**config.mk**
```make
export PLATFORM = sky130hd
export DESIGN_NAME = sine_sequencer
export DESIGN_NICKNAME = d
export VERILOG_FILES = /design/src/rtl/sine_pkg.sv /design/src/rtl/sine_sequencer_step_timer.sv /design/src/rtl/sine_sequencer.sv
export SDC_FILE = /design/constraint.sdc
export NUM_CORES = 1
export LEC_CHECK = 0
export BUFFER_PORTS_ARGS = -buffer_cell sky130_fd_sc_hd__buf_2
export CORE_AREA = 2 2 99 101
export CTS_CLUSTER_SIZE = 28
export DETAILED_ROUTE_END_ITERATION = 16
export DIE_AREA = 0 0 101 103
export PLACE_DENSITY = 0.67
export SYNTH_ARGS = -nofsm -noshare
export SYNTH_HDL_FRONTEND = slang
export SYNTH_HIERARCHICAL = 1
export SYNTH_SLANG_ARGS = --single-unit
```
**constraint.sdc**
```tcl
create_clock -name clk -period 3.2 [get_ports clk]
set_input_delay 0.32 -clock clk [delete_from_list [all_inputs] [get_ports clk]]
set_output_delay 0.32 -clock clk [all_outputs]
set_load 0.05 [all_outputs]
```
**src/rtl/sine_pkg.sv**
```systemverilog
// Shared definitions for the sine sequencer slice.
//   SINE_SIZE  : width of one table sample
//   TABLE_SIZE : number of entries in the half-sine lookup table
//   INDEX_W    : width of a table index
//   state_t    : playback FSM states
package sine_pkg;

    localparam int unsigned SINE_SIZE  = 8;
    localparam int unsigned TABLE_SIZE = 56;
    localparam int unsigned INDEX_W    = 6;

    typedef enum logic [1:0] {
        IDLE,
        RISE,
        FALL,
        FINISH
    } state_t;

endpackage

```
**src/rtl/sine_sequencer_step_timer.sv**
```systemverilog
// Prescaler down-counter that paces table steps.
//   clk, rst : clock and synchronous active-high reset
//   clear    : force the counter to 0 so the next enabled clock ticks
//   en       : count (only while a waveform is playing)
//   div      : clocks per step, 0 treated as 1
//   tick     : high on enabled clocks where the counter is 0
module step_timer #(
    parameter int unsigned DIV_W = 16
) (
    input  logic             clk,
    input  logic             rst,
    input  logic             clear,
    input  logic             en,
    input  logic [DIV_W-1:0] div,
    output logic             tick
);

    logic [DIV_W-1:0] cnt_q;
    logic [DIV_W-1:0] cnt_d;

    always_comb begin
        cnt_d = cnt_q;
        if (clear) begin
            cnt_d = '0;
        end else if (en) begin
            if (cnt_q == '0) begin
                cnt_d = (div == '0) ? '0 : div - DIV_W'(1);
            end else begin
                cnt_d = cnt_q - DIV_W'(1);
            end
        end
    end

    always_ff @(posedge clk) begin
        if (rst) begin
            cnt_q <= '0;
        end else begin
            cnt_q <= cnt_d;
        end
    end

    assign tick = en && (cnt_q == '0);

endmodule

```
**src/rtl/sine_sequencer.sv**
```systemverilog
// Plays the half-sine lookup table as a continuous raised-cosine waveform:
// index walks 0..last then last-1..1, so consecutive periods join seamlessly.
//   clk, rst      : clock, synchronous active-high reset
//   start, stop   : begin playback (IDLE only) / stop at next period boundary
//   div, cycles   : clocks per step (0 -> 1) / periods to play (0 -> forever)
//   table_last    : last valid table index (>= 2)
//   table_index   : registered table address
//   table_data    : combinational table read of table_index
//   sample        : registered sample, sample_valid pulses once per new sample
//   falling       : sample on the output belongs to the descending half
//   cycle_end     : pulses with the last sample of each period
//   busy, done    : playback in progress / one-cycle end-of-playback pulse
module sine_sequencer #(
    parameter int unsigned SINE_SIZE = 8,
    parameter int unsigned INDEX_W   = 6,
    parameter int unsigned DIV_W     = 16,
    parameter int unsigned CNT_W     = 8
) (
    input  logic                 clk,
    input  logic                 rst,
    input  logic                 start,
    input  logic                 stop,
    input  logic [DIV_W-1:0]     div,
    input  logic [CNT_W-1:0]     cycles,
    input  logic [INDEX_W-1:0]   table_last,
    output logic [INDEX_W-1:0]   table_index,
    input  logic [SINE_SIZE-1:0] table_data,
    output logic [SINE_SIZE-1:0] sample,
    output logic                 sample_valid,
    output logic                 falling,
    output logic                 cycle_end,
    output logic                 busy,
    output logic                 done
);

    import sine_pkg::*;

    state_t               state_q, state_d;
    logic [INDEX_W-1:0]   idx_q, idx_d;
    logic [SINE_SIZE-1:0] sample_q, sample_d;
    logic                 valid_q, valid_d;
    logic                 falling_q, falling_d;
    logic                 cycle_end_q, cycle_end_d;
    logic                 busy_q, busy_d;
    logic                 done_q, done_d;
    logic                 stop_pend_q, stop_pend_d;
    logic [DIV_W-1:0]     div_q, div_d;
    logic [CNT_W-1:0]     cycles_q, cycles_d;
    logic [INDEX_W-1:0]   last_q, last_d;
    logic [CNT_W-1:0]     period_q, period_d;

    logic                 tmr_clear;
    logic                 tmr_en;
    logic                 tick;
    logic                 last_period;

    step_timer #(
        .DIV_W(DIV_W)
    ) u_timer (
        .clk  (clk),
        .rst  (rst),
        .clear(tmr_clear),
        .en   (tmr_en),
        .div  (div_q),
        .tick (tick)
    );

    // Extra bit so the +1 cannot wrap before the comparison.
    assign last_period = (cycles_q != '0) &&
                         (({1'b0, period_q} + (CNT_W+1)'(1)) == {1'b0, cycles_q});

    always_comb begin
        state_d     = state_q;
        idx_d       = idx_q;
        sample_d    = sample_q;
        valid_d     = 1'b0;
        falling_d   = falling_q;
        cycle_end_d = 1'b0;
        busy_d      = busy_q;
        done_d      = 1'b0;
        stop_pend_d = stop_pend_q;
        div_d       = div_q;
        cycles_d    = cycles_q;
        last_d      = last_q;
        period_d    = period_q;
        tmr_clear   = 1'b0;
        tmr_en      = 1'b0;

        case (state_q)
            IDLE: begin
                if (start) begin
                    state_d     = RISE;
                    busy_d      = 1'b1;
                    idx_d       = '0;
                    div_d       = div;
                    cycles_d    = cycles;
                    last_d      = table_last;
                    period_d    = '0;
                    stop_pend_d = stop;
                    tmr_clear   = 1'b1;
                end
            end

            RISE: begin
                tmr_en = 1'b1;
                if (stop) begin
                    stop_pend_d = 1'b1;
                end
                if (tick) begin
                    sample_d  = table_data;
                    valid_d   = 1'b1;
                    falling_d = 1'b0;
                    if (idx_q == last_q) begin
                        idx_d   = last_q - INDEX_W'(1);
                        state_d = FALL;
                    end else begin
                        idx_d = idx_q + INDEX_W'(1);
                    end
                end
            end

            FALL: begin
                tmr_en = 1'b1;
                if (stop) begin
                    stop_pend_d = 1'b1;
                end
                if (tick) begin
                    sample_d  = table_data;
                    valid_d   = 1'b1;
                    falling_d = 1'b1;
                    if (idx_q == INDEX_W'(1)) begin
                        cycle_end_d = 1'b1;
                        period_d    = (period_q == '1) ? period_q : period_q + CNT_W'(1);
                        // A stop arriving on the boundary clock counts as pending.
                        if (stop_pend_q || stop || last_period) begin
                            state_d = FINISH;
                        end else begin
                            idx_d   = '0;
                            state_d = RISE;
                        end
                    end else begin
                        idx_d = idx_q - INDEX_W'(1);
                    end
                end
            end

            FINISH: begin
                done_d      = 1'b1;
                busy_d      = 1'b0;
                sample_d    = '0;
                idx_d       = '0;
                falling_d   = 1'b0;
                stop_pend_d = 1'b0;
                state_d     = IDLE;
            end

            default: begin
                state_d = IDLE;
            end
        endcase
    end

    always_ff @(posedge clk) begin
        if (rst) begin
            state_q     <= IDLE;
            idx_q       <= '0;
            sample_q    <= '0;
            valid_q     <= 1'b0;
            falling_q   <= 1'b0;
            cycle_end_q <= 1'b0;
            busy_q      <= 1'b0;
            done_q      <= 1'b0;
            stop_pend_q <= 1'b0;
            div_q       <= '0;
            cycles_q    <= '0;
            last_q      <= '0;
            period_q    <= '0;
        end else begin
            state_q     <= state_d;
            idx_q       <= idx_d;
            sample_q    <= sample_d;
            valid_q     <= valid_d;
            falling_q   <= falling_d;
            cycle_end_q <= cycle_end_d;
            busy_q      <= busy_d;
            done_q      <= done_d;
            stop_pend_q <= stop_pend_d;
            div_q       <= div_d;
            cycles_q    <= cycles_d;
            last_q      <= last_d;
            period_q    <= period_d;
        end
    end

    assign table_index  = idx_q;
    assign sample       = sample_q;
    assign sample_valid = valid_q;
    assign falling      = falling_q;
    assign cycle_end    = cycle_end_q;
    assign busy         = busy_q;
    assign done         = done_q;

endmodule
```
# == Yosys cells after proc, flatten, opt, wreduce, memory -nomap -nowiden ==
# Index checks and enable logic that the tools add are counted.
# op_classes
n_reduce_logical,24
addsub,7
muxes,37
bitwise,3
n_eq_ne,16
# op_table
operator,n
$mux W8,5
$mux W6,6
$logic_not A16 Y1,2
$mux W16,2
$pmux W8 S2,2
$sub A16 B1 Y16 const B,2
$pmux W6 S4,1
$mux W2,6
$ne A2 B2 Y1 const B,6
$sub A6 B1 Y6 const B,2
$mux W1,11
$reduce_and A5 Y1,2
$add A8 B1 Y9 const B,1
$eq A9 B8 Y1,1
$add A8 B1 Y8 const B,1
$eq A8 B8 Y1 const B,1
$pmux W2 S4,1
$reduce_and A2 Y1,4
$reduce_bool A8 Y1,1
$add A6 B1 Y6 const B,1
$eq A6 B1 Y1 const B,1
$eq A6 B6 Y1,1
$pmux W1 S3,2
$reduce_bool A2 Y1,3
other kinds (14),22
# word_totals
out_inout_bits,19
elab_cells,101
reg_bits,76
in_bits,42

# == Logic depth before layout (Yosys ltp) ==
# logic_depth
word_depth,8
depth_mapped,13
mapped_depth_nobuf,11

# == By module ==
# Netlist, hierarchy kept.
# by_module_without_submodules
mod,seq_area_each_um2,n_inst,area_each_um2,cells_each
sine_sequencer,1201.2,1,3188.1,398
step_timer,320.3,1,1338.8,179

# == Least setup slack after synthesis ==
# No wires, ideal clock.
# synth_path
kind,register -> register
start,register u_timer.cnt_q[0]
end,register period_q[1]
arrival_time_ps,2379
path_stages_with_launch,14
n_path_buf,2
setup_time_ps,128
required_ps,3072
synth_period_minus_slack_ps,2507
slack_ps,693
path_cell_list,dfxtp_1 > inv_1 > ha_1 > nor4b_1 > and4_1 > buf_2 > and2_1 > inv_1 > a2111oi_4 > o21ai_2 > or2_1 > buf_2 > a22oi_1 > nor2_1
# synth_between
elab_chain_cells,4
# synth_lines
item,line_no,text
"start, declared",sine_sequencer_step_timer.sv:18,logic [DIV_W-1:0] cnt_q;
"start signal, assigned",sine_sequencer_step_timer.sv:38,cnt_q <= cnt_d;
$logic_not A16 Y1,sine_sequencer_step_timer.sv:42,assign tick = en && (cnt_q == '0);
$logic_and A1 B1 Y1,sine_sequencer_step_timer.sv:42,
via tick,sine_sequencer.sv:54,logic tick;
$ne A2 B2 Y1 (no source line),-,
$reduce_and A5 Y1 (no source line),-,
"end signal, assigned",sine_sequencer.sv:191,period_q <= period_d;
"end, declared",sine_sequencer.sv:50,"logic [CNT_W-1:0] period_q, period_d;"
# The timed path passes the listed nets, and every way through them passes these cells.
# A chain may end at the register's enable or synchronous reset.

# == Final worst setup path ==
# Same ends and word-level chain as after synthesis.

==> impl_metrics.env <==
export IMPL_netlist_instances=577
export IMPL_period_share_pct=87.21
export IMPL_die_area_um2=10400
export IMPL_antenna_violating_nets_post_route=0
export IMPL_first_global_vias=3780
export IMPL_die_height_um=103
export IMPL_maxClockFrequency_ghz=0.3583
export IMPL_max_stage_delay_ns=0.37
export IMPL_timing_setup_critical_path_class="reg -> reg"
export IMPL_crit_family="simple AND/OR/NAND/NOR gates"
export IMPL_row_count=36
export IMPL_synth_area_leaders="dfxtp_1 (34%), nand2_1 (7.7%), a21oi_1 (6.9%)"
export IMPL_clkSinkCount=76
export IMPL_ffs_latches_synth=76
export IMPL_num_vias=4270
export IMPL_detailedPlacementHpwl_um=8065
export IMPL_drtIter0Drc=183
export IMPL_placement_io_buffers=60
export IMPL_rsz0062_at_grt="false"
export IMPL_endpoint_kind="flop"
export IMPL_antenna_found_initial=0
export IMPL_status="finished clean"
export IMPL_final_util_pct=53.88
export IMPL_grt_max_degree=52
export IMPL_avgSynthCellArea_um2=7.845
export IMPL_detail_route_wl_per_cell_um=15.26
export IMPL_clockBufferDepth=2
export IMPL_initial_utilization_pct=47.86
export IMPL_postSynth_topFlopCell="dfxtp_1"
export IMPL_synthesis_yosys_warnings=6
export IMPL_wirelength_um=11310
export IMPL_footprint_of_the_multi_input_gates_um2=2773
export IMPL_syn_nets=631
export IMPL_grt_remaining_overflow=0
export IMPL_final_seq_area_um2=1521
export IMPL_critical_path_max_fanout=8
export IMPL_globalplace_congestion=0.8662
export IMPL_core_region_area_um2=9459
export IMPL_cts_tree="yes"
export IMPL_critical_path_cell_chain="inv_1 > ha_1 > nor4b_1 > and4_1 > and2_1 > inv_1 > a2111oi_4 > o21ai_2 > or2_1 > a22oi_1 > nor2_1"
export IMPL_critical_path_startpoint_type="flop"
export IMPL_place_area_um2=4857
export IMPL_power_density_nw_per_um2=922.1
export IMPL_n_fill_cell=906
export IMPL_slew_viol_final=0
export IMPL_io_pins=61
export IMPL_post_synth_top_area_fraction_pct=33.61
export IMPL_via_per_inst=5.762
export IMPL_timing_critical_path_mode_cell="inv_1"
export IMPL_layout_setup_ws_ns=0.4092
export IMPL_setup_violations_final=0
export IMPL_worstSkewPairLatency_ns=0.36
export IMPL_mapped_area_um2=4527
export IMPL_diodes=0
export IMPL_async_set_reset_flop_share_out_of_synthesis_pct=0
export IMPL_area_delta_synth_final_pct=12.58
export IMPL_cts_root_buf="clkbuf_8"
export IMPL_cp_slowest_cell="nor4b_1"
export IMPL_synth_top_cell_by_area="dfxtp_1"
export IMPL_grt_total_usage_pct=21.79
export IMPL_synth_cell_type_count=72
export IMPL_peak_ir_drop_on_the_vdd_network_v=0.0004794
export IMPL_die_width_um=101
export IMPL_post_route_cells_drive_above_1_share_pct=16.43
export IMPL_dp_slack_ns=0.4817
export IMPL_cap_viol_max_count=0
export IMPL_cp_arrival_ns=3.03
export IMPL_worst_max_slew_pin_slew_ns=0.8765
export IMPL_crit_buf_inv=2
export IMPL_finClkSkew_ns=0.01042
export IMPL_placed_cells=725
export IMPL_numCtsBuffers=9
export IMPL_post_cts_hold_buffer_count=0
export IMPL_post_layout_net_count=676
export IMPL_final_area_um2=5096
export IMPL_final_period_minus_worst_setup_slack_ns=2.791
export IMPL_timing_critical_path_required_ns=3.44
export IMPL_leakage_nw=2.039
export IMPL_drcViolationCount=0
export IMPL_finalPower_mw=4.699
export IMPL_cts_setup_buffers=0
export IMPL_post_route_setup_tns_ns=0
export IMPL_clk_transition_reported_paths_ns=0.08
export IMPL_timing_slew_headroom_pct=41.03
export IMPL_fin_cells=741
export IMPL_cts_resized=0
export IMPL_drt_first_pass_iters=5
export IMPL_final_hold_fails=0
export IMPL_sequential_cell_area_fraction_in_the_yosys_report_pct=33.61
export IMPL_synth_edff_count=0
export IMPL_hp_class="in -> reg"
export IMPL_cts_htree_levels=3
export IMPL_final_hold_worst_slack_ns=0.1960
export IMPL_grt_first_pass_wirelength_um=18320
-- layer usage --
layer,vias to the layer above,track usage (%),share of wire [%]
met5,-,0,0
met4,0,6.653,1.4
met3,15,4.610,5.3
met2,105,34.92,46
met1,2023,29.60,47
li1,2127,-,-
-- sequential cells by signal, indices dropped and copies added (netlist names) --
name / cells
sample: 8
cycle_end: 1
stop_pend_q: 1
table_index: 6
cycles_q: 8
div_q: 16
u_timer/cnt_q: 16
state_q: 2
busy: 1
last_q: 6
falling: 1
done: 1
sample_valid: 1
period_q: 8
-- placed cells by master (no fill, tap or decap), types with 4 or more instances in the layout --
master / count
o21ai_0: 24
and4_1: 4
nand4_1: 10
clkbuf_8: 9
a31oi_1: 8
nor3b_1: 6
nand2_1: 93
nor4_1: 8
nor2b_1: 6
and3_1: 4
nor2_1: 40
or3_1: 4
ha_1: 12
o21ai_1: 6
nand3_1: 16
mux2i_1: 6
inv_1: 20
xor2_1: 17
dfxtp_1: 76
buf_4: 6
a21oi_1: 62
nand3b_1: 4
xnor2_1: 21
a22oi_1: 10
buf_2: 60
and2_1: 5
nand2b_1: 4
nor3_1: 23
-- Yosys cell counts (5+ instances only) --
cell type	n
nor4_1	8
xnor2_1	21
nor2b_1	6
nor3_1	23
clkbuf_1	20
a21oi_1	62
mux2i_1	6
nor3b_1	6
nand2_1	93
nand3_1	16
ha_1	12
dfxtp_1	76
a22oi_1	10
o21ai_0	24
a31oi_1	8
inv_1	20
nor2_1	40
buf_2	5
and2_1	5
nand4_1	10
xor2_1	17
o21ai_1	6
-- worst register-to-register path, cell delays in order (launching register included) --
cell       delay (ns)
dfxtp_1          0.34
inv_1            0.10
ha_1             0.15
nor4b_1          0.37
and4_1           0.28
and2_1           0.29
inv_1            0.13
a2111oi_4        0.22
o21ai_2          0.16
or2_1            0.36
a22oi_1          0.22
nor2_1           0.05
-- cell families (layout without fill, tap and decap cells) --
family | after synthesis | in the layout | synth area share [%]
AND/OR/NAND/NOR | 250 | 250 | 28.83
AO/OA/AOI/OAI | 140 | 140 | 19.29
flip-flops | 76 | 76 | 33.61
buffers and inverters | 52 | 102 | 5.140
XOR/XNOR | 40 | 40 | 8.237
adder cells (fa/ha/maj) | 12 | 12 | 3.317
multiplexers | 7 | 7 | 1.575
-- report_power, final --
group          total (mW)  switching, mW  internal [mW]
registers            1.34          0.216           1.12
logic                2.47           1.54          0.936
clock network       0.889          0.374          0.515
total                4.70           2.13           2.57
-- final timing paths --
kind,slack [ns],from,cells after the start,to
min reg2reg,0.49,div_q[9],2,div_q[9]
min,0.20,cycles[2],3,cycles_q[2]
max,0.41,u_timer/cnt_q[0],11,period_q[1]
max reg2reg,0.41,u_timer/cnt_q[0],11,period_q[1]
-- cell type report --
cell class	instances	share of cell area, %
multi-input cells	449	54.41
clock buffers	9	2.431
repair buffers	66	6.776
clock inverters	7	2.259
flip-flops and latches	76	29.86
inverters	20	1.473
well taps	114	2.799
(Power assumes the default switching activity.)
